### config.mk
export PLATFORM = sky130hd
export DESIGN_NAME = iram_portb_arb_flat
export DESIGN_NICKNAME = d
export VERILOG_FILES = /design/src/rtl/iram_portb_arb_pkg.sv /design/src/rtl/iram_portb_arb_if.sv /design/src/rtl/iram_portb_arb_rr_arb2.sv /design/src/rtl/iram_portb_arb.sv /design/src/flat_wrapper.sv
export SDC_FILE = /design/constraint.sdc
export NUM_CORES = 1
export LEC_CHECK = 0
export ABC_AREA = 0
export CAP_MARGIN = 20
export CELL_PAD_IN_SITES_DETAIL_PLACEMENT = 0
export CELL_PAD_IN_SITES_GLOBAL_PLACEMENT = 2
export CORE_ASPECT_RATIO = 1.25
export CORE_MARGIN = 2
export CORE_UTILIZATION = 10
export DETAILED_ROUTE_END_ITERATION = 12
export PLACE_DENSITY_LB_ADDON = 0.12
export SKIP_CTS_REPAIR_TIMING = 1
export SYNTH_ARGS = -nofsm -noshare
export SYNTH_HDL_FRONTEND = slang
export SYNTH_SLANG_ARGS = --single-unit
### constraint.sdc
create_clock -name clk -period 3.75 [get_ports clk]
set_clock_uncertainty 0.2 [all_clocks]
set_input_delay 0.375 -clock clk [delete_from_list [all_inputs] [get_ports clk]]
set_output_delay 0.375 -clock clk [all_outputs]
set_load 0.03 [all_outputs]
### src/rtl/iram_portb_arb_pkg.sv
// Shared constants, RMW state encoding and helpers for the IRAM port-B arbiter.
package iram_portb_arb_pkg;

  localparam int INST_W     = 32;     // instruction bus width
  localparam int IRAM_DEPTH = 65536;  // default IRAM depth in words

  typedef enum logic [1:0] {ST_IDLE, ST_RMW_RD, ST_RMW_WR} rmw_st_e;

  // Address bits needed to index 0..value, same helper the RAM model uses.
  function automatic int clogb2(input int value);
    int v;
    int r;
    v = value;
    r = 0;
    while (v > 0) begin
      r++;
      v = v >> 1;
    end
    return r;
  endfunction

  function automatic logic [INST_W-1:0] byte_merge(input logic [INST_W-1:0] old_w,
                                                   input logic [INST_W-1:0] new_w,
                                                   input logic [3:0]        strb);
    logic [INST_W-1:0] m;
    m = old_w;
    for (int i = 0; i < 4; i++)
      if (strb[i]) m[8*i +: 8] = new_w[8*i +: 8];
    return m;
  endfunction

endpackage

### src/rtl/iram_portb_arb_if.sv
// Port-B bundle: core and ISP request/response channels plus the RAM port-B pins.
interface iram_portb_arb_if
  import iram_portb_arb_pkg::*;
#(
  parameter int AW = 16
);
  logic              cpu_vld, cpu_rdy, cpu_we, cpu_rvld;
  logic [AW-1:0]     cpu_addr;
  logic [INST_W-1:0] cpu_wdata, cpu_rdata;
  logic [3:0]        cpu_wstrb;

  logic              isp_vld, isp_rdy, isp_we, isp_rvld;
  logic [AW-1:0]     isp_addr;
  logic [INST_W-1:0] isp_wdata, isp_rdata;

  logic              ram_enb, ram_wen;
  logic [AW-1:0]     ram_addrb;
  logic [INST_W-1:0] ram_din, ram_doutb;

  // Arbiter side
  modport slave (
    input  cpu_vld, cpu_we, cpu_addr, cpu_wdata, cpu_wstrb,
    output cpu_rdy, cpu_rvld, cpu_rdata,
    input  isp_vld, isp_we, isp_addr, isp_wdata,
    output isp_rdy, isp_rvld, isp_rdata,
    output ram_enb, ram_wen, ram_addrb, ram_din,
    input  ram_doutb
  );

  // Requesters and RAM side
  modport master (
    output cpu_vld, cpu_we, cpu_addr, cpu_wdata, cpu_wstrb,
    input  cpu_rdy, cpu_rvld, cpu_rdata,
    output isp_vld, isp_we, isp_addr, isp_wdata,
    input  isp_rdy, isp_rvld, isp_rdata,
    input  ram_enb, ram_wen, ram_addrb, ram_din,
    output ram_doutb
  );
endinterface

### src/rtl/iram_portb_arb_rr_arb2.sv
// 2-way round-robin grant (bit 0 = core, bit 1 = ISP); the core wins the first tie after reset.
module iram_rr_arb2 (
  input  logic       clk,
  input  logic       rst_n,
  input  logic       en,
  input  logic [1:0] req,
  output logic [1:0] gnt
);
  logic last_isp_q;

  always_comb begin
    gnt = 2'b00;
    if (en) begin
      case (req)
        2'b01:   gnt = 2'b01;
        2'b10:   gnt = 2'b10;
        2'b11:   gnt = last_isp_q ? 2'b01 : 2'b10;
        default: gnt = 2'b00;
      endcase
    end
  end

  always_ff @(posedge clk or negedge rst_n)
    if (!rst_n)    last_isp_q <= 1'b1;
    else if (|gnt) last_isp_q <= gnt[1];

endmodule

### src/rtl/iram_portb_arb.sv
// Port-B arbiter/sequencer for the dual-port IRAM: core data bus vs ISP engine.
// Define IRAM_BYTE_WR_EN to turn partial core stores into read-modify-write sequences.
module iram_portb_arb
  import iram_portb_arb_pkg::*;
#(
  parameter int RAM_DEPTH = IRAM_DEPTH
) (
  input  logic            clk,
  input  logic            rst_n,
  iram_portb_arb_if.slave bus
);
  localparam int AW = clogb2(RAM_DEPTH-1);

  logic [1:0]        req, gnt;
  logic              idle;
  logic              enb_c, wen_c, tag_set, tag_isp;
  logic [AW-1:0]     addr_c;
  logic [INST_W-1:0] din_c;
  logic              rd_vld_q, rd_isp_q;
  logic              cpu_rvld, isp_rvld;

  assign req = {bus.isp_vld, bus.cpu_vld};

  iram_rr_arb2 u_arb (
    .clk   (clk),
    .rst_n (rst_n),
    .en    (idle),
    .req   (req),
    .gnt   (gnt)
  );

`ifdef IRAM_BYTE_WR_EN
  rmw_st_e           state_q, state_d;
  logic              rmw_ld;
  logic [AW-1:0]     rmw_addr_q;
  logic [INST_W-1:0] rmw_wdata_q;
  logic [3:0]        rmw_strb_q;

  assign idle = (state_q == ST_IDLE);

  always_ff @(posedge clk or negedge rst_n) begin
    if (!rst_n) begin
      state_q     <= ST_IDLE;
      rmw_addr_q  <= '0;
      rmw_wdata_q <= '0;
      rmw_strb_q  <= '0;
    end else begin
      state_q <= state_d;
      if (rmw_ld) begin
        rmw_addr_q  <= bus.cpu_addr;
        rmw_wdata_q <= bus.cpu_wdata;
        rmw_strb_q  <= bus.cpu_wstrb;
      end
    end
  end
`else
  logic unused_wstrb;
  assign unused_wstrb = ^bus.cpu_wstrb;
  assign idle = 1'b1;
`endif

  always_comb begin
    enb_c   = 1'b0;
    wen_c   = 1'b0;
    addr_c  = '0;
    din_c   = '0;
    tag_set = 1'b0;
    tag_isp = 1'b0;
`ifdef IRAM_BYTE_WR_EN
    state_d = state_q;
    rmw_ld  = 1'b0;
`endif
    if (idle) begin
      if (gnt[0]) begin
        if (!bus.cpu_we) begin
          enb_c = 1'b1; addr_c = bus.cpu_addr; tag_set = 1'b1;
`ifdef IRAM_BYTE_WR_EN
        end else if (bus.cpu_wstrb == 4'hF) begin
          wen_c = 1'b1; addr_c = bus.cpu_addr; din_c = bus.cpu_wdata;
        end else if (bus.cpu_wstrb != 4'h0) begin
          // Accept cycle only latches; old word is read next cycle, merged word written after.
          rmw_ld = 1'b1; state_d = ST_RMW_RD;
        end
`else
        end else begin
          wen_c = 1'b1; addr_c = bus.cpu_addr; din_c = bus.cpu_wdata;
        end
`endif
      end else if (gnt[1]) begin
        addr_c = bus.isp_addr;
        if (bus.isp_we) begin
          wen_c = 1'b1; din_c = bus.isp_wdata;
        end else begin
          enb_c = 1'b1; tag_set = 1'b1; tag_isp = 1'b1;
        end
      end
    end
`ifdef IRAM_BYTE_WR_EN
    else if (state_q == ST_RMW_RD) begin
      enb_c = 1'b1; addr_c = rmw_addr_q; state_d = ST_RMW_WR;
    end else begin
      wen_c   = 1'b1;
      addr_c  = rmw_addr_q;
      din_c   = byte_merge(bus.ram_doutb, rmw_wdata_q, rmw_strb_q);
      state_d = ST_IDLE;
    end
`endif
  end

  // Read-return tag: owner of the word arriving on ram_doutb next cycle.
  always_ff @(posedge clk or negedge rst_n) begin
    if (!rst_n) begin
      rd_vld_q <= 1'b0;
      rd_isp_q <= 1'b0;
    end else begin
      rd_vld_q <= tag_set;
      rd_isp_q <= tag_isp;
    end
  end

  // Combinational outputs are forced low while reset is held so nothing half-issued reaches the RAM.
  assign bus.cpu_rdy   = gnt[0] & rst_n;
  assign bus.isp_rdy   = gnt[1] & rst_n;
  assign bus.ram_enb   = enb_c & rst_n;
  assign bus.ram_wen   = wen_c & rst_n;
  assign bus.ram_addrb = rst_n ? addr_c : '0;
  assign bus.ram_din   = rst_n ? din_c  : '0;

  assign cpu_rvld      = rd_vld_q & ~rd_isp_q;
  assign isp_rvld      = rd_vld_q &  rd_isp_q;
  assign bus.cpu_rvld  = cpu_rvld;
  assign bus.isp_rvld  = isp_rvld;
  assign bus.cpu_rdata = cpu_rvld ? bus.ram_doutb : '0;
  assign bus.isp_rdata = isp_rvld ? bus.ram_doutb : '0;

endmodule

### src/flat_wrapper.sv
// flat-port wrapper written by rule: the top's interface ports become plain ports
module iram_portb_arb_flat import iram_portb_arb_pkg::*;
#(
  parameter int RAM_DEPTH = IRAM_DEPTH
)
  (clk, rst_n, bus_cpu_vld, bus_cpu_we, bus_cpu_addr, bus_cpu_wdata, bus_cpu_wstrb, bus_cpu_rdy, bus_cpu_rvld, bus_cpu_rdata, bus_isp_vld, bus_isp_we, bus_isp_addr, bus_isp_wdata, bus_isp_rdy, bus_isp_rvld, bus_isp_rdata, bus_ram_enb, bus_ram_wen, bus_ram_addrb, bus_ram_din, bus_ram_doutb);
  iram_portb_arb_if #(.AW((16))) bus_i ();
  input  logic clk;
  input  logic rst_n;
  input wire logic [$bits(bus_i.cpu_vld)-1:0] bus_cpu_vld;
  input wire logic [$bits(bus_i.cpu_we)-1:0] bus_cpu_we;
  input wire logic [$bits(bus_i.cpu_addr)-1:0] bus_cpu_addr;
  input wire logic [$bits(bus_i.cpu_wdata)-1:0] bus_cpu_wdata;
  input wire logic [$bits(bus_i.cpu_wstrb)-1:0] bus_cpu_wstrb;
  output wire logic [$bits(bus_i.cpu_rdy)-1:0] bus_cpu_rdy;
  output wire logic [$bits(bus_i.cpu_rvld)-1:0] bus_cpu_rvld;
  output wire logic [$bits(bus_i.cpu_rdata)-1:0] bus_cpu_rdata;
  input wire logic [$bits(bus_i.isp_vld)-1:0] bus_isp_vld;
  input wire logic [$bits(bus_i.isp_we)-1:0] bus_isp_we;
  input wire logic [$bits(bus_i.isp_addr)-1:0] bus_isp_addr;
  input wire logic [$bits(bus_i.isp_wdata)-1:0] bus_isp_wdata;
  output wire logic [$bits(bus_i.isp_rdy)-1:0] bus_isp_rdy;
  output wire logic [$bits(bus_i.isp_rvld)-1:0] bus_isp_rvld;
  output wire logic [$bits(bus_i.isp_rdata)-1:0] bus_isp_rdata;
  output wire logic [$bits(bus_i.ram_enb)-1:0] bus_ram_enb;
  output wire logic [$bits(bus_i.ram_wen)-1:0] bus_ram_wen;
  output wire logic [$bits(bus_i.ram_addrb)-1:0] bus_ram_addrb;
  output wire logic [$bits(bus_i.ram_din)-1:0] bus_ram_din;
  input wire logic [$bits(bus_i.ram_doutb)-1:0] bus_ram_doutb;
  assign bus_i.cpu_vld = bus_cpu_vld;
  assign bus_i.cpu_we = bus_cpu_we;
  assign bus_i.cpu_addr = bus_cpu_addr;
  assign bus_i.cpu_wdata = bus_cpu_wdata;
  assign bus_i.cpu_wstrb = bus_cpu_wstrb;
  assign bus_cpu_rdy = bus_i.cpu_rdy;
  assign bus_cpu_rvld = bus_i.cpu_rvld;
  assign bus_cpu_rdata = bus_i.cpu_rdata;
  assign bus_i.isp_vld = bus_isp_vld;
  assign bus_i.isp_we = bus_isp_we;
  assign bus_i.isp_addr = bus_isp_addr;
  assign bus_i.isp_wdata = bus_isp_wdata;
  assign bus_isp_rdy = bus_i.isp_rdy;
  assign bus_isp_rvld = bus_i.isp_rvld;
  assign bus_isp_rdata = bus_i.isp_rdata;
  assign bus_ram_enb = bus_i.ram_enb;
  assign bus_ram_wen = bus_i.ram_wen;
  assign bus_ram_addrb = bus_i.ram_addrb;
  assign bus_ram_din = bus_i.ram_din;
  assign bus_i.ram_doutb = bus_ram_doutb;
  iram_portb_arb #(.RAM_DEPTH(RAM_DEPTH)) u_core (.clk(clk), .rst_n(rst_n), .bus(bus_i));
endmodule
## Word level (Yosys, flattened, before mapping)

Index checks and enable logic that the tools add are counted.

- Bits in registers: 3
- Input bits: 138
- Output and inout port bits: 118
- Word-level logic and storage cells: 35

- Eq/ne operators: 3
- Multiplexer cells: 21
- Bitwise logic cells: 7
- Reductions and logical operators: 1

Operators with widths:

| kind | number |
|---|---|
| $mux 32 | 7 |
| $mux 16 | 3 |
| $mux 1 | 9 |
| $and 1x1->1 | 6 |
| $pmux 2 s3 | 1 |
| $eq 2x2->1 const B | 2 |
| $eq 2x1->1 const B | 1 |
| $mux 2 | 1 |
| $reduce_or 2->1 | 1 |
| $not 1->1 | 1 |

## Depth between registers and ports, before layout

Gate-level depths: netlist of run 1.

- Depth in word-level cells: 5
- Gate-level depth with buffers: 5
- Gate-level depth less buffers: 3

## Modules after synthesis

From an unflattened synthesis of run 1, not the netlist that was laid out.

- Cell total of the unflattened synthesis: 196
- Area, all modules: 1473.9 um^2

Modules (own cells, without submodules):

| module | instances | cells an instance | area each (um^2) | sequential area each (um^2) |
|---|---|---|---|---|
| iram_portb_arb | 1 | 188 | 1411.4 | 50.0 |
| iram_rr_arb2 | 1 | 8 | 62.6 | 26.3 |

## Worst setup path before layout of run 1

No wires, ideal clock.

- Path kind: register to output
- Start: reg u_core.u_arb.last_isp_q
- End: out bus_ram_din[10]
- Arrival: 1.514 ns
- Required time: 3.175 ns
- Path slack: 1.661 ns
- Stages on the path, launching flop included: 5
- Buffers on the path: 1
- Cells stage by stage: dfstp_2 > nand2b_1 > nand2_1 > buf_4 > mux2i_1

- Longest elaborated chain between the ends: 5

RTL lines:

| item | line | source |
|---|---|---|
| start: declaration | iram_portb_arb_rr_arb2.sv:9 | `logic last_isp_q;` |
| start signal: assignment | iram_portb_arb_rr_arb2.sv:25 | `else if (\|gnt) last_isp_q <= gnt[1];` |
| $mux 2 (*) | iram_portb_arb_rr_arb2.sv:17 | `2'b11: gnt = last_isp_q ? 2'b01 : 2'b10;` |
| $pmux 2 s3 (*) | iram_portb_arb_rr_arb2.sv:14 | `case (req)` |
| $mux 32 | iram_portb_arb.sv:89 | `end else if (gnt[1]) begin` |
| $mux 32 (*) | iram_portb_arb.sv:74 | `if (gnt[0]) begin` |
| $mux 32 (*) | iram_portb_arb.sv:127 | `assign bus.ram_din = rst_n ? din_c : '0;` |
| end: declaration | flat_wrapper.sv:28 | `output wire logic [$bits(bus_i.ram_din)-1:0] bus_ram_din;` |

Every way passes the cells marked *; elsewhere a longest branch is shown, timed or not.

## Worst setup path in the final report of run 1

- Start: in rst_n
- End: out bus_ram_din[22]

- Longest elaborated chain between the ends: 1

RTL lines:

| item | line | source |
|---|---|---|
| start: declaration | flat_wrapper.sv:9 | `input logic rst_n;` |
| $mux 32 | iram_portb_arb.sv:127 |  |

No other way between the ends.

==> results of run 1 <==
stage by stage:
| step | util, % | cells | power, uW | instance area [um2] | hold WS (ps) |
|---|---|---|---|---|---|
| after floorplan | - | 220 | 298 | 1420 | -121 |
| final | 30.2 | 635 | 760 | 4170 | 192 |
| after global routing | 30.2 | 635 | 799 | 4170 | 214 |
| after CTS | 30.2 | 635 | 770 | 4170 | 193 |
| after global placement | 29.6 | 631 | 595 | 4090 | 281 |
| after detailed placement | 29.6 | 631 | 594 | 4090 | 292 |
sequential cells by signal (all words and copies together) (netlist names):
signal                   count
u_core.rd_isp_q              1
u_core.rd_vld_q              1
u_core.u_arb.last_isp_q      1
cells by family (layout without fill, tap and decap cells):
kind of cell / count (synthesis) / count (layout)
multiplexers: 32 / 32
AND/OR/NAND/NOR: 140 / 140
AO/OA/AOI/OAI: 19 / 19
flip-flops: 3 / 3
buffers and inverters: 26 / 266
layer usage:
metal  GRT usage, %  share of wire [%]  up-vias
met1           13.2                 39     1043
li1               -                  -     1223
met2           21.5                 52      151
met3           2.61                8.1        5
met4           2.71               0.89        0
met5              0                  0        -
placed cells by master, fill, tap and decap left out, drive strengths merged:
cell	instances
and2b	1
clkbuf	4
o21a	1
and2	34
dfrtp	2
and3	35
mux2i	32
o21ai	1
nand2	67
nand3b	2
buf	9
inv	2
clkdlybuf4s50	251
nand2b	1
a22o	16
a21boi	1
dfstp	1
worst max-delay path, cell delays in order:
cell and delay [ps]:
sky130_fd_sc_hd__clkdlybuf4s50_1 620, sky130_fd_sc_hd__and3_1 200, sky130_fd_sc_hd__buf_4 340, sky130_fd_sc_hd__nand2_1 90, sky130_fd_sc_hd__mux2i_1 150, sky130_fd_sc_hd__clkdlybuf4s50_1 700
power by group:
part | switching [uW] | leakage [uW] | internal (uW)
registers | 1.52 | 0.0000361 | 37.1
logic | 264 | 0.00168 | 285
clock network | 31.4 | 0.0000382 | 140
total | 297 | 0.00175 | 463
cell type report:
cell class | count | area [um2]
Fill cell | 1481 | 9640
Timing Repair Buffer | 260 | 2590
Inverter | 2 | 7.51
Multi-Input combinational cell | 191 | 1190
Clock buffer | 4 | 78.8
Tap cell | 175 | 219
Sequential cell | 3 | 76.3
worst max-delay path by stage:
| stage | startpoint | end | cells after the start |
|---|---|---|---|
| after floorplan | u_core.u_arb.last_isp_q$_DFFE_PN1P_ | bus_ram_din[10] | 4 |
| after detailed placement | rst_n | bus_ram_din[28] | 6 |
| final | rst_n | bus_ram_din[22] | 6 |
| after global routing | rst_n | bus_ram_din[26] | 6 |
| after global placement | rst_n | bus_ram_din[28] | 6 |
| after CTS | rst_n | bus_ram_din[28] | 6 |
==> results.rst, run 1 <==
.. list-table::
   :header-rows: 1

   * - Metric
     - Value
   * - Top post-synthesis cells by area
     - sky130_fd_sc_hd__mux2i_1 (23%), sky130_fd_sc_hd__nand2_1 (18%), sky130_fd_sc_hd__and3_1 (15%), sky130_fd_sc_hd__and2_1 (15%), sky130_fd_sc_hd__a22o_1 (9.9%)
   * - Detailed-route wire length
     - 9280 um
   * - Antenna violations before repair
     - 0
   * - Number of standard cells after synthesis
     - 220
   * - Number of warnings issued by yosys
     - 0
   * - Post-Route Setup TNS
     - 0 ps
   * - Residual DRC count
     - 0
   * - Async SR Flop Fraction
     - 100%
   * - Unrepaired setup endpoints after global routing
     - false
   * - Final-report setup violation count
     - 0
   * - Synth unique cells
     - 18
   * - Die boundary width
     - 110 um
   * - CTS H-tree lvls
     - 1
   * - Diode insertion count for antenna repair
     - 0
   * - Effective utilization at floorplan
     - 10.3%
   * - Worst R2R Path Depth
     - 3
   * - Total core area
     - 0.0138 mm2
   * - Sort of element at the start of the critical path
     - input port
   * - Capture instance of the worst register-to-register path
     - u_core.rd_vld_q$_DFF_PN0_
   * - Min-delay worst type
     - in2async
   * - Portion of the post-synthesis area used by sequential elements
     - 5.39%
   * - Share of the clock period used by the worst path after layout
     - 82.1%
   * - Post-synthesis mux area share
     - 22.6%
   * - Mean number of vias per cell
     - 3.81
   * - Xor and xnor fraction of the mapped netlist area
     - 0%
   * - # nets final
     - 599
   * - Routability congestion estimate
     - 0.727
   * - Worst skew pair latency
     - 230 ps
   * - Commonest cells in the synthesized netlist
     - sky130_fd_sc_hd__nand2_1 (67), sky130_fd_sc_hd__and3_1 (35), sky130_fd_sc_hd__and2_1 (34)
   * - Total grt overflow
     - 0
   * - Transition time at the pin with the least slew margin
     - 379 ps
   * - Share of the synthesized area in the top cell type
     - 22.6%
   * - Number of enable-type register cells in the synthesized netlist
     - 0
   * - Area growth from synthesis to layout
     - 194%
   * - Power per standard cell area
     - 182 mW/mm2
   * - Number of global-route vias before repair
     - 2,346
   * - Synthesized Nets
     - 358
   * - Synthesized-area fraction occupied by adder cells
     - 0%
   * - Number of clock sinks seen by CTS
     - 3
   * - TritonCTS clock tree
     - done
   * - Worst slack after detailed placement
     - 636 ps
   * - Number of buffers inserted by port buffering
     - 251
   * - Launch instance of the worst register-to-register path
     - u_core.u_arb.last_isp_q$_DFFE_PN1P_
   * - First-pass GRT wire length
     - 14,000 um
   * - Mean routed wirelength per cell
     - 14.6 um
   * - Peak supply drop
     - 0.0969 mV
   * - Compound-gate portion of the synthesized area
     - 11.3%
   * - DPL Wire Length
     - 7420 um
   * - Vertical die dimension
     - 137 um
   * - Number of primary I/O pins
     - 256
   * - Routed vias
     - 2,422
   * - Hold Vio Cnt, Final
     - 0
   * - Share of cells above drive strength 1
     - 3.04%
   * - Cell with the most instances after synthesis
     - sky130_fd_sc_hd__nand2_1
   * - Largest driver fanout on the critical path
     - 33
   * - Root Buffer Master
     - sky130_fd_sc_hd__clkbuf_16
   * - Fin crit period
     - 3080 ps
   * - Pin count of the biggest net entering global routing
     - 35
   * - Synth area leader
     - sky130_fd_sc_hd__mux2i_1
   * - DRC marker count from the first detailed-route iteration
     - 132
   * - Top_reg_cell synth
     - sky130_fd_sc_hd__dfrtp_1
   * - Flops & latches, synth
     - 3
   * - Number of iterations in the first detailed-routing pass
     - 4
   * - Rel. slew slack
     - 74.6%
   * - Flop2flop setup slack
     - 2540 ps
   * - Kind of end point of the critical path
     - output port
   * - Final-report max-slew violation count
     - 0
   * - Category of the critical setup timing path
     - in2out
   * - Global-route total usage across every layer
     - 11.5%
   * - Clk buf depth
     - 2
   * - Residual antenna-violating net count after detailed routing
     - 0
   * - Max-cap violations
     - 0
   * - Clock slew at reported path FFs
     - 30 ps
   * - Cell area after technology mapping
     - 0.00142 mm2
   * - Die ar.
     - 0.0151 mm2
   * - Number of buffers created by CTS
     - 3
   * - Combinational family with the most area after synthesis
     - simple AND/OR/NAND/NOR gates
   * - Share of synthesized cell area in and, or, nand and nor gates
     - 50.3%
   * - Leakage power summed over all cells
     - 0.00175 uW
   * - Average footprint of a synthesized cell
     - 6.44 um2
   * - Status
     - finished, final reports clean
   * - Data required time at the worst endpoint
     - 3170 ps
   * - Fmax
     - 325 MHz
   * - Number of placement rows
     - 48
   * - Worst EP arrival
     - 2500 ps
   * - Final setup slack of the worst path
     - 672 ps
(Power assumes the default switching activity.)
==> run 2: changes to the inputs <==
- clock period: 3.75 -> 2.6 ns (I/O delays scaled with it)
==> run 2 against run 1 <==
  * Die area stayed put
  * Utilization is 1.1 points lower
  * Setup slack worse by 300 ps
  * Global-route usage is 0.49 points lower
  * Routed wire length is 3.1% lower
  * Sequential cell count stayed put
  * Worst hold slack worse by 120 ps
  * Critical path depth stayed put
  * First-iteration DRC count is 29% lower
  * Sequential power is 46% higher
  * Final cell count is 0.31% higher
==> results.rst, run 2 (same netlist as run 1, synthesis figures left out) <==
.. list-table::
   :header-rows: 1

   * - Metric
     - Value
   * - Effective utilization at floorplan
     - 10.3% (unchanged)
   * - Routed vias
     - 2,427 (+0.21%)
   * - Total grt overflow
     - 0 (unchanged)
   * - Area growth from synthesis to layout
     - 183%
   * - Transition time at the pin with the least slew margin
     - 362 ps (-17.1 ps)
   * - Fin crit period
     - 2220 ps
   * - Hold Vio Cnt, Final
     - 0 (unchanged)
   * - Die boundary width
     - 110 um (unchanged)
   * - Share of cells above drive strength 1
     - 21.6% (+19 points)
   * - Net switching fraction of the power
     - 39.8% (+0.75 points)
   * - Data required time at the worst endpoint
     - 2140 ps (-1030 ps)
   * - Peak supply drop
     - 0.183 mV (+89%)
   * - Worst skew pair latency
     - 220 ps (about the same)
   * - Flop2flop setup slack
     - 1390 ps (-1150 ps)
   * - Diode insertion count for antenna repair
     - 0 (unchanged)
   * - Mean routed wirelength per cell
     - 14.1 um (-3.4%)
   * - Clk buf depth
     - 2 (unchanged)
   * - Biggest regs
     - u_core.rd_isp_q: 1 flops, u_core.rd_vld_q: 1 flops, u_core.u_arb.last_isp_q: 1 flops
   * - CTS H-tree lvls
     - 1 (unchanged)
   * - Post-route insts no fill
     - 637 (+0.31%)
   * - Internal power contribution
     - 647 uW (+40%)
   * - Leading cell type in the layout, fill and taps excluded
     - sky130_fd_sc_hd__clkdlybuf4s50_1
   * - Mean number of vias per cell
     - 3.81 (-0.11%)
   * - Residual antenna-violating net count after detailed routing
     - 0 (unchanged)
   * - Routability congestion estimate
     - 0.753 (+3.5%)
   * - Launch instance of the worst register-to-register path
     - u_core.u_arb.last_isp_q$_DFFE_PN1P_
   * - Largest driver fanout on the critical path
     - 19 (-42%)
   * - Final setup slack of the worst path
     - 376 ps (-296 ps)
   * - Switching power summed over all nets
     - 429 uW (+44%)
   * - Final-report setup violation count
     - 0 (unchanged)
   * - Root Buffer Master
     - sky130_fd_sc_hd__clkbuf_16
   * - Register cell area after layout
     - 76.3 um2 (unchanged)
   * - Detailed-route wire length
     - 8990 um (-3.1%)
   * - Worst hold margin
     - 77.1 ps (-115 ps)
   * - Pin count of the biggest net entering global routing
     - 34 (-2.9%)
   * - Combinational power share
     - 71.7% (-0.6 points)
   * - Number of clock sinks seen by CTS
     - 3 (unchanged)
   * - Share of the clock period used by the worst path after layout
     - 85.5%
   * - Max-cap violations
     - 0 (unchanged)
   * - Number of buffers created by CTS
     - 3 (unchanged)
   * - Number of primary I/O pins
     - 256 (unchanged)
   * - Status
     - finished, final reports clean
   * - Kind of end point of the critical path
     - output port
   * - Leakage power summed over all cells
     - 0.00194 uW (+11%)
   * - Vertical die dimension
     - 137 um (unchanged)
   * - Number of placement rows
     - 48 (unchanged)
   * - Residual DRC count
     - 0 (unchanged)
   * - Clock slew at reported path FFs
     - 30 ps (about the same)
   * - DPL Wire Length
     - 7350 um (-0.92%)
   * - Placed cell count
     - 633 (+0.32%)
   * - Worst EP arrival
     - 1760 ps (-740 ps)
   * - First-pass GRT wire length
     - 13,500 um (-3.7%)
   * - Number of global-route vias before repair
     - 2,422 (+3.2%)
   * - Clock Power Share
     - 23.1% (+0.5 points)
   * - Number of iterations in the first detailed-routing pass
     - 4 (unchanged)
   * - TritonCTS clock tree
     - done
   * - Unrepaired setup endpoints after global routing
     - false
   * - Post-Route Setup TNS
     - 0 ps (unchanged)
   * - Sort of element at the start of the critical path
     - input port
   * - Rel. slew slack
     - 75.8% (+1.1 points)
   * - Area of the multi-input gates
     - 0.00119 mm2 (unchanged)
   * - Die ar.
     - 0.0151 mm2 (unchanged)
   * - Worst R2R Path Depth
     - 3 (unchanged)
   * - Worst slack after detailed placement
     - 122 ps (-513 ps)
   * - # nets final
     - 601 (+0.33%)
   * - Antenna violations before repair
     - 0 (unchanged)
   * - Core occupancy in the finished layout
     - 29.1% (-1.1 points)
   * - Fmax
     - 450 MHz
   * - Global-route total usage across every layer
     - 11.0% (-0.49 points)
   * - DRC marker count from the first detailed-route iteration
     - 94 (-29%)
   * - Capture instance of the worst register-to-register path
     - u_core.rd_vld_q$_DFF_PN0_
   * - Most used cells in the layout excluding fill and tap cells
     - sky130_fd_sc_hd__clkdlybuf4s50_1 (166), sky130_fd_sc_hd__buf_4 (91), sky130_fd_sc_hd__nand2_1 (66), sky130_fd_sc_hd__and3_1 (35), sky130_fd_sc_hd__and2_1 (34)
   * - Number of buffers inserted by port buffering
     - 251 (unchanged)
   * - Final-report max-slew violation count
     - 0 (unchanged)
   * - Category of the critical setup timing path
     - in2out
   * - Min-delay worst type
     - in2async
   * - Total core area
     - 0.0138 mm2 (unchanged)
   * - Fill cells
     - 1,510 (+2.0%)
   * - Seq pwr share
     - 5.3% (+0.2 points)
   * - Power per standard cell area
     - 268 mW/mm2 (+47%)
run 2: changes by cell type in the layout (fill, tap and decap cells not counted):
cell and change:
sky130_fd_sc_hd__dlymetal6s2s_1 +1, sky130_fd_sc_hd__clkdlybuf4s50_1 -85, sky130_fd_sc_hd__buf_12 +3, sky130_fd_sc_hd__buf_4 +83
run 2: worst max-delay path, stage by stage:
cell and delay (ps):
sky130_fd_sc_hd__clkdlybuf4s50_1 620, sky130_fd_sc_hd__and3_1 230, sky130_fd_sc_hd__buf_4 240, sky130_fd_sc_hd__nand2_1 80, sky130_fd_sc_hd__mux2i_1 150, sky130_fd_sc_hd__buf_4 180
run 2: worst max-delay path by stage:
stage | to | from | cells past startpoint | slack [ps]
global route | bus_ram_din[16] | rst_n | 6 | 210
CTS | bus_ram_enb | u_core.u_arb.last_isp_q$_DFFE_PN1P_ | 4 | 60
finish | bus_ram_din[2] | rst_n | 6 | 380
detailed placement | bus_ram_enb | bus_isp_vld | 5 | 120
floorplan | bus_ram_din[10] | u_core.u_arb.last_isp_q$_DFFE_PN1P_ | 4 | 630
global placement | bus_ram_enb | bus_isp_vld | 5 | 180
run 2: area by class of cell:
type                            instances  share of cell area, %
Timing Repair Buffer                  262                   60.7
Multi-Input combinational cell        191                   29.8
Tap cell                              175                   5.46
Clock buffer                            4                   1.96
Sequential cell                         3                   1.90
Inverter                                2                  0.187
run 2: stage by stage:
step	cell area, um2	power [uW]
3_3_place_gp	3930	844
5_1_grt	4010	1140
2_1_floorplan	1420	429
6_report	4010	1080
3_5_place_dp	3930	841
4_1_cts	4010	1100
run 2: routing by layer:
metal | wire, um | share of wire (%) | track usage [%] | up-vias
met5 | 0 | 0 | 0 | -
met1 | 3330 | 37 | 11.8 | 1047
met2 | 4770 | 53 | 21.6 | 152
li1 | - | - | - | 1224
met4 | 68 | 0.76 | 2.29 | 0
met3 | 827 | 9.2 | 2.92 | 4
run 2: power by group through the flow:
stage	Sequential (uW)	Combinational [uW]	Clock [uW]
floorplan	57.7	372	0
global placement	56.9	787	0
detailed placement	57.0	784	0
CTS	56.7	786	254
global route	57.5	823	258
finish	56.6	771	248
==> run 3: changes to the inputs <==
- CORE_MARGIN: 2 -> not set
- REMOVE_ABC_BUFFERS: not set -> 1
==> run 3 against run 2 <==
  * Register-to-register slack about the same
  * Worst hold slack improved by 3.0 ps
  * Final cell count down 0.16%
  * Largest cell class unchanged
  * Routed wire length down 8.5%
  * Largest power group unchanged
  * Clock power about the same
  * Die area is 3.2% lower
  * Combinational power down 1%
  * Utilization shrank 0.15 points
  * Non-clock buffer count shrank 1
==> results.rst, run 3 (same netlist as run 1, synthesis figures left out) <==
.. list-table::
   :header-rows: 1

   * - Metric
     - Value
   * - DPL Wire Length
     - 6630 um (-9.8%)
   * - Die ar.
     - 0.0146 mm2 (-3.2%)
   * - Mean routed wirelength per cell
     - 12.9 um (-8.4%)
   * - Share of cells above drive strength 1
     - 21.3% (-0.39 points)
   * - Clock Power Share
     - 23.1% (about the same)
   * - Worst EP arrival
     - 1950 ps (+190 ps)
   * - Category of the critical setup timing path
     - reg2out
   * - Hold Vio Cnt, Final
     - 0 (unchanged)
   * - CTS H-tree lvls
     - 1 (unchanged)
   * - Detailed-route wire length
     - 8230 um (-8.5%)
   * - DRC marker count from the first detailed-route iteration
     - 125 (+33%)
   * - Antenna violations before repair
     - 0 (unchanged)
   * - Data required time at the worst endpoint
     - 2140 ps (about the same)
   * - Clk buf depth
     - 2 (unchanged)
   * - Worst slack after detailed placement
     - 204 ps (+81.4 ps)
   * - Kind of end point of the critical path
     - output port
   * - Routability congestion estimate
     - 0.691 (-8.2%)
   * - Unrepaired setup endpoints after global routing
     - false
   * - Most used cells in the layout excluding fill and tap cells
     - sky130_fd_sc_hd__clkdlybuf4s50_1 (168), sky130_fd_sc_hd__buf_4 (90), sky130_fd_sc_hd__nand2_1 (66), sky130_fd_sc_hd__and3_1 (35), sky130_fd_sc_hd__and2_1 (34)
   * - Status
     - finished, final reports clean
   * - Total grt overflow
     - 0 (unchanged)
   * - Net switching fraction of the power
     - 39.7% (-0.15 points)
   * - Largest driver fanout on the critical path
     - 4 (-15)
   * - Number of buffers inserted by port buffering
     - 251 (unchanged)
   * - Number of placement rows
     - 48 (unchanged)
   * - Transition time at the pin with the least slew margin
     - 368 ps (+5.81 ps)
   * - Effective utilization at floorplan
     - 10.3% (unchanged)
   * - First-pass GRT wire length
     - 11,600 um (-14%)
   * - Rel. slew slack
     - 75.4% (-0.39 points)
   * - Clock slew at reported path FFs
     - 30 ps (about the same)
   * - Fin crit period
     - 2410 ps (+187 ps)
   * - TritonCTS clock tree
     - done
   * - Number of primary I/O pins
     - 256 (unchanged)
   * - Vertical die dimension
     - 135 um (-1.5%)
   * - Share of the clock period used by the worst path after layout
     - 92.7% (+7.2 points)
   * - Number of iterations in the first detailed-routing pass
     - 4 (unchanged)
   * - Mean number of vias per cell
     - 3.87 (+1.5%)
   * - Area of the multi-input gates
     - 0.00119 mm2 (unchanged)
   * - # nets final
     - 600 (-0.17%)
   * - Area growth from synthesis to layout
     - 182%
   * - Area of all placed cells without fillers
     - 0.00399 mm2 (-0.50%)
   * - Die boundary width
     - 108 um (-1.8%)
   * - Leading cell type in the layout, fill and taps excluded
     - sky130_fd_sc_hd__clkdlybuf4s50_1
   * - Final setup slack of the worst path
     - 189 ps (-187 ps)
   * - Residual antenna-violating net count after detailed routing
     - 0 (unchanged)
   * - Number of global-route vias before repair
     - 2,240 (-7.5%)
   * - Number of buffers created by CTS
     - 3 (unchanged)
   * - Final-report max-slew violation count
     - 0 (unchanged)
   * - Number of clock sinks seen by CTS
     - 3 (unchanged)
   * - Total core area
     - 0.0138 mm2 (unchanged)
   * - Max-cap violations
     - 0 (unchanged)
   * - Fmax
     - 415 MHz (-7.7%)
   * - Power per standard cell area
     - 266 mW/mm2 (-0.65%)
   * - Routed vias
     - 2,460 (+1.4%)
   * - Internal power contribution
     - 642 uW (-0.91%)
   * - Fill cells
     - 1,528 (+1.2%)
   * - Combinational power share
     - 71.6% (about the same)
   * - Seq pwr share
     - 5.2% (about the same)
   * - Root Buffer Master
     - sky130_fd_sc_hd__clkbuf_16
   * - Min-delay worst type
     - in2async
   * - Switching power summed over all nets
     - 422 uW (-1.5%)
   * - Launch instance of the worst register-to-register path
     - u_core.u_arb.last_isp_q$_DFFE_PN1P_
   * - Pin count of the biggest net entering global routing
     - 35 (+2.9%)
   * - Diode insertion count for antenna repair
     - 0 (unchanged)
   * - Worst skew pair latency
     - 220 ps (about the same)
   * - Residual DRC count
     - 0 (unchanged)
   * - Peak supply drop
     - 0.136 mV (-26%)
   * - Placed Instance Area
     - 0.00392 mm2 (-0.45%)
   * - Biggest regs
     - u_core.rd_isp_q: 1 flops, u_core.rd_vld_q: 1 flops, u_core.u_arb.last_isp_q: 1 flops
   * - Register cell area after layout
     - 76.3 um2 (unchanged)
   * - Critical Path Source
     - u_core.u_arb.last_isp_q$_DFFE_PN1P_
   * - Final-report setup violation count
     - 0 (unchanged)
   * - Sort of element at the start of the critical path
     - flop
   * - Global-route total usage across every layer
     - 10.1% (-0.93 points)
   * - Leakage power summed over all cells
     - 0.00191 uW (-1.4%)
-- run 3: changes by cell type in the layout (fill, tap and decap cells not counted) --
cell,before,now
sky130_fd_sc_hd__buf_12,4,3
sky130_fd_sc_hd__clkdlybuf4s50_1,166,168
sky130_fd_sc_hd__dlymetal6s2s_1,1,0
sky130_fd_sc_hd__buf_4,91,90
-- run 3: final cells by class --
class                           instances  area share [%]
Multi-Input combinational cell        191            29.9
Tap cell                              175            5.48
Sequential cell                         3            1.91
Timing Repair Buffer                  261            60.5
Clock buffer                            4            1.97
Inverter                                2           0.188
-- run 3: metal layers --
layer | GRT usage, % | vias up | wire length (um)
met4 | 2.03 | 0 | 50
met2 | 19.1 | 165 | 4060
met1 | 10.2 | 1063 | 2920
li1 | - | 1228 | -
met5 | 0 | - | 0
met3 | 4.05 | 4 | 1200
-- run 3: path summary, 6_finish.rpt --
kind                                                             to  slack, ps  depth (start not counted)
worst min register to register  u_core.u_arb.last_isp_q$_DFFE_PN1P_        300                          2
min in group clk                u_core.u_arb.last_isp_q$_DFFE_PN1P_        300                          2
max in group asynchronous       u_core.u_arb.last_isp_q$_DFFE_PN1P_       1850                          1
worst max register to register            u_core.rd_vld_q$_DFF_PN0_       1400                          3
worst max-delay path                                    bus_ram_enb        190                          4
worst min-delay path                      u_core.rd_isp_q$_DFF_PN0_         80                          1
-- run 3: power groups by stage --
| stage | sequential (uW) | combinational [uW] | clock (uW) |
|---|---|---|---|
| floorplan | 65.4 | 343 | 0 |
| global placement | 56.3 | 777 | 0 |
| detailed placement | 56.2 | 771 | 0 |
| CTS | 55.6 | 773 | 250 |
| global route | 56.5 | 812 | 253 |
| finish | 55.6 | 762 | 246 |
-- run 3: worst max-delay path, cell delays in order, from the launching register on --
cell	delay, ps
sky130_fd_sc_hd__dfstp_2	520
sky130_fd_sc_hd__nand2b_1	170
sky130_fd_sc_hd__nand3b_1	130
sky130_fd_sc_hd__a21boi_0	190
sky130_fd_sc_hd__clkdlybuf4s50_1	700
-- run 3: per-stage QoR --
stage | utilization, % | total power (uW) | TNS (ps) | instances | hold slack, ps
floorplan | - | 409 | -4270 | 196 | -236
global placement | 28.3 | 833 | 0 | 632 | 291
detailed placement | 28.3 | 828 | 0 | 632 | 286
CTS | 28.9 | 1080 | 0 | 636 | 83.1
global route | 28.9 | 1120 | 0 | 636 | 102
finish | 28.9 | 1060 | 0 | 636 | 80.1
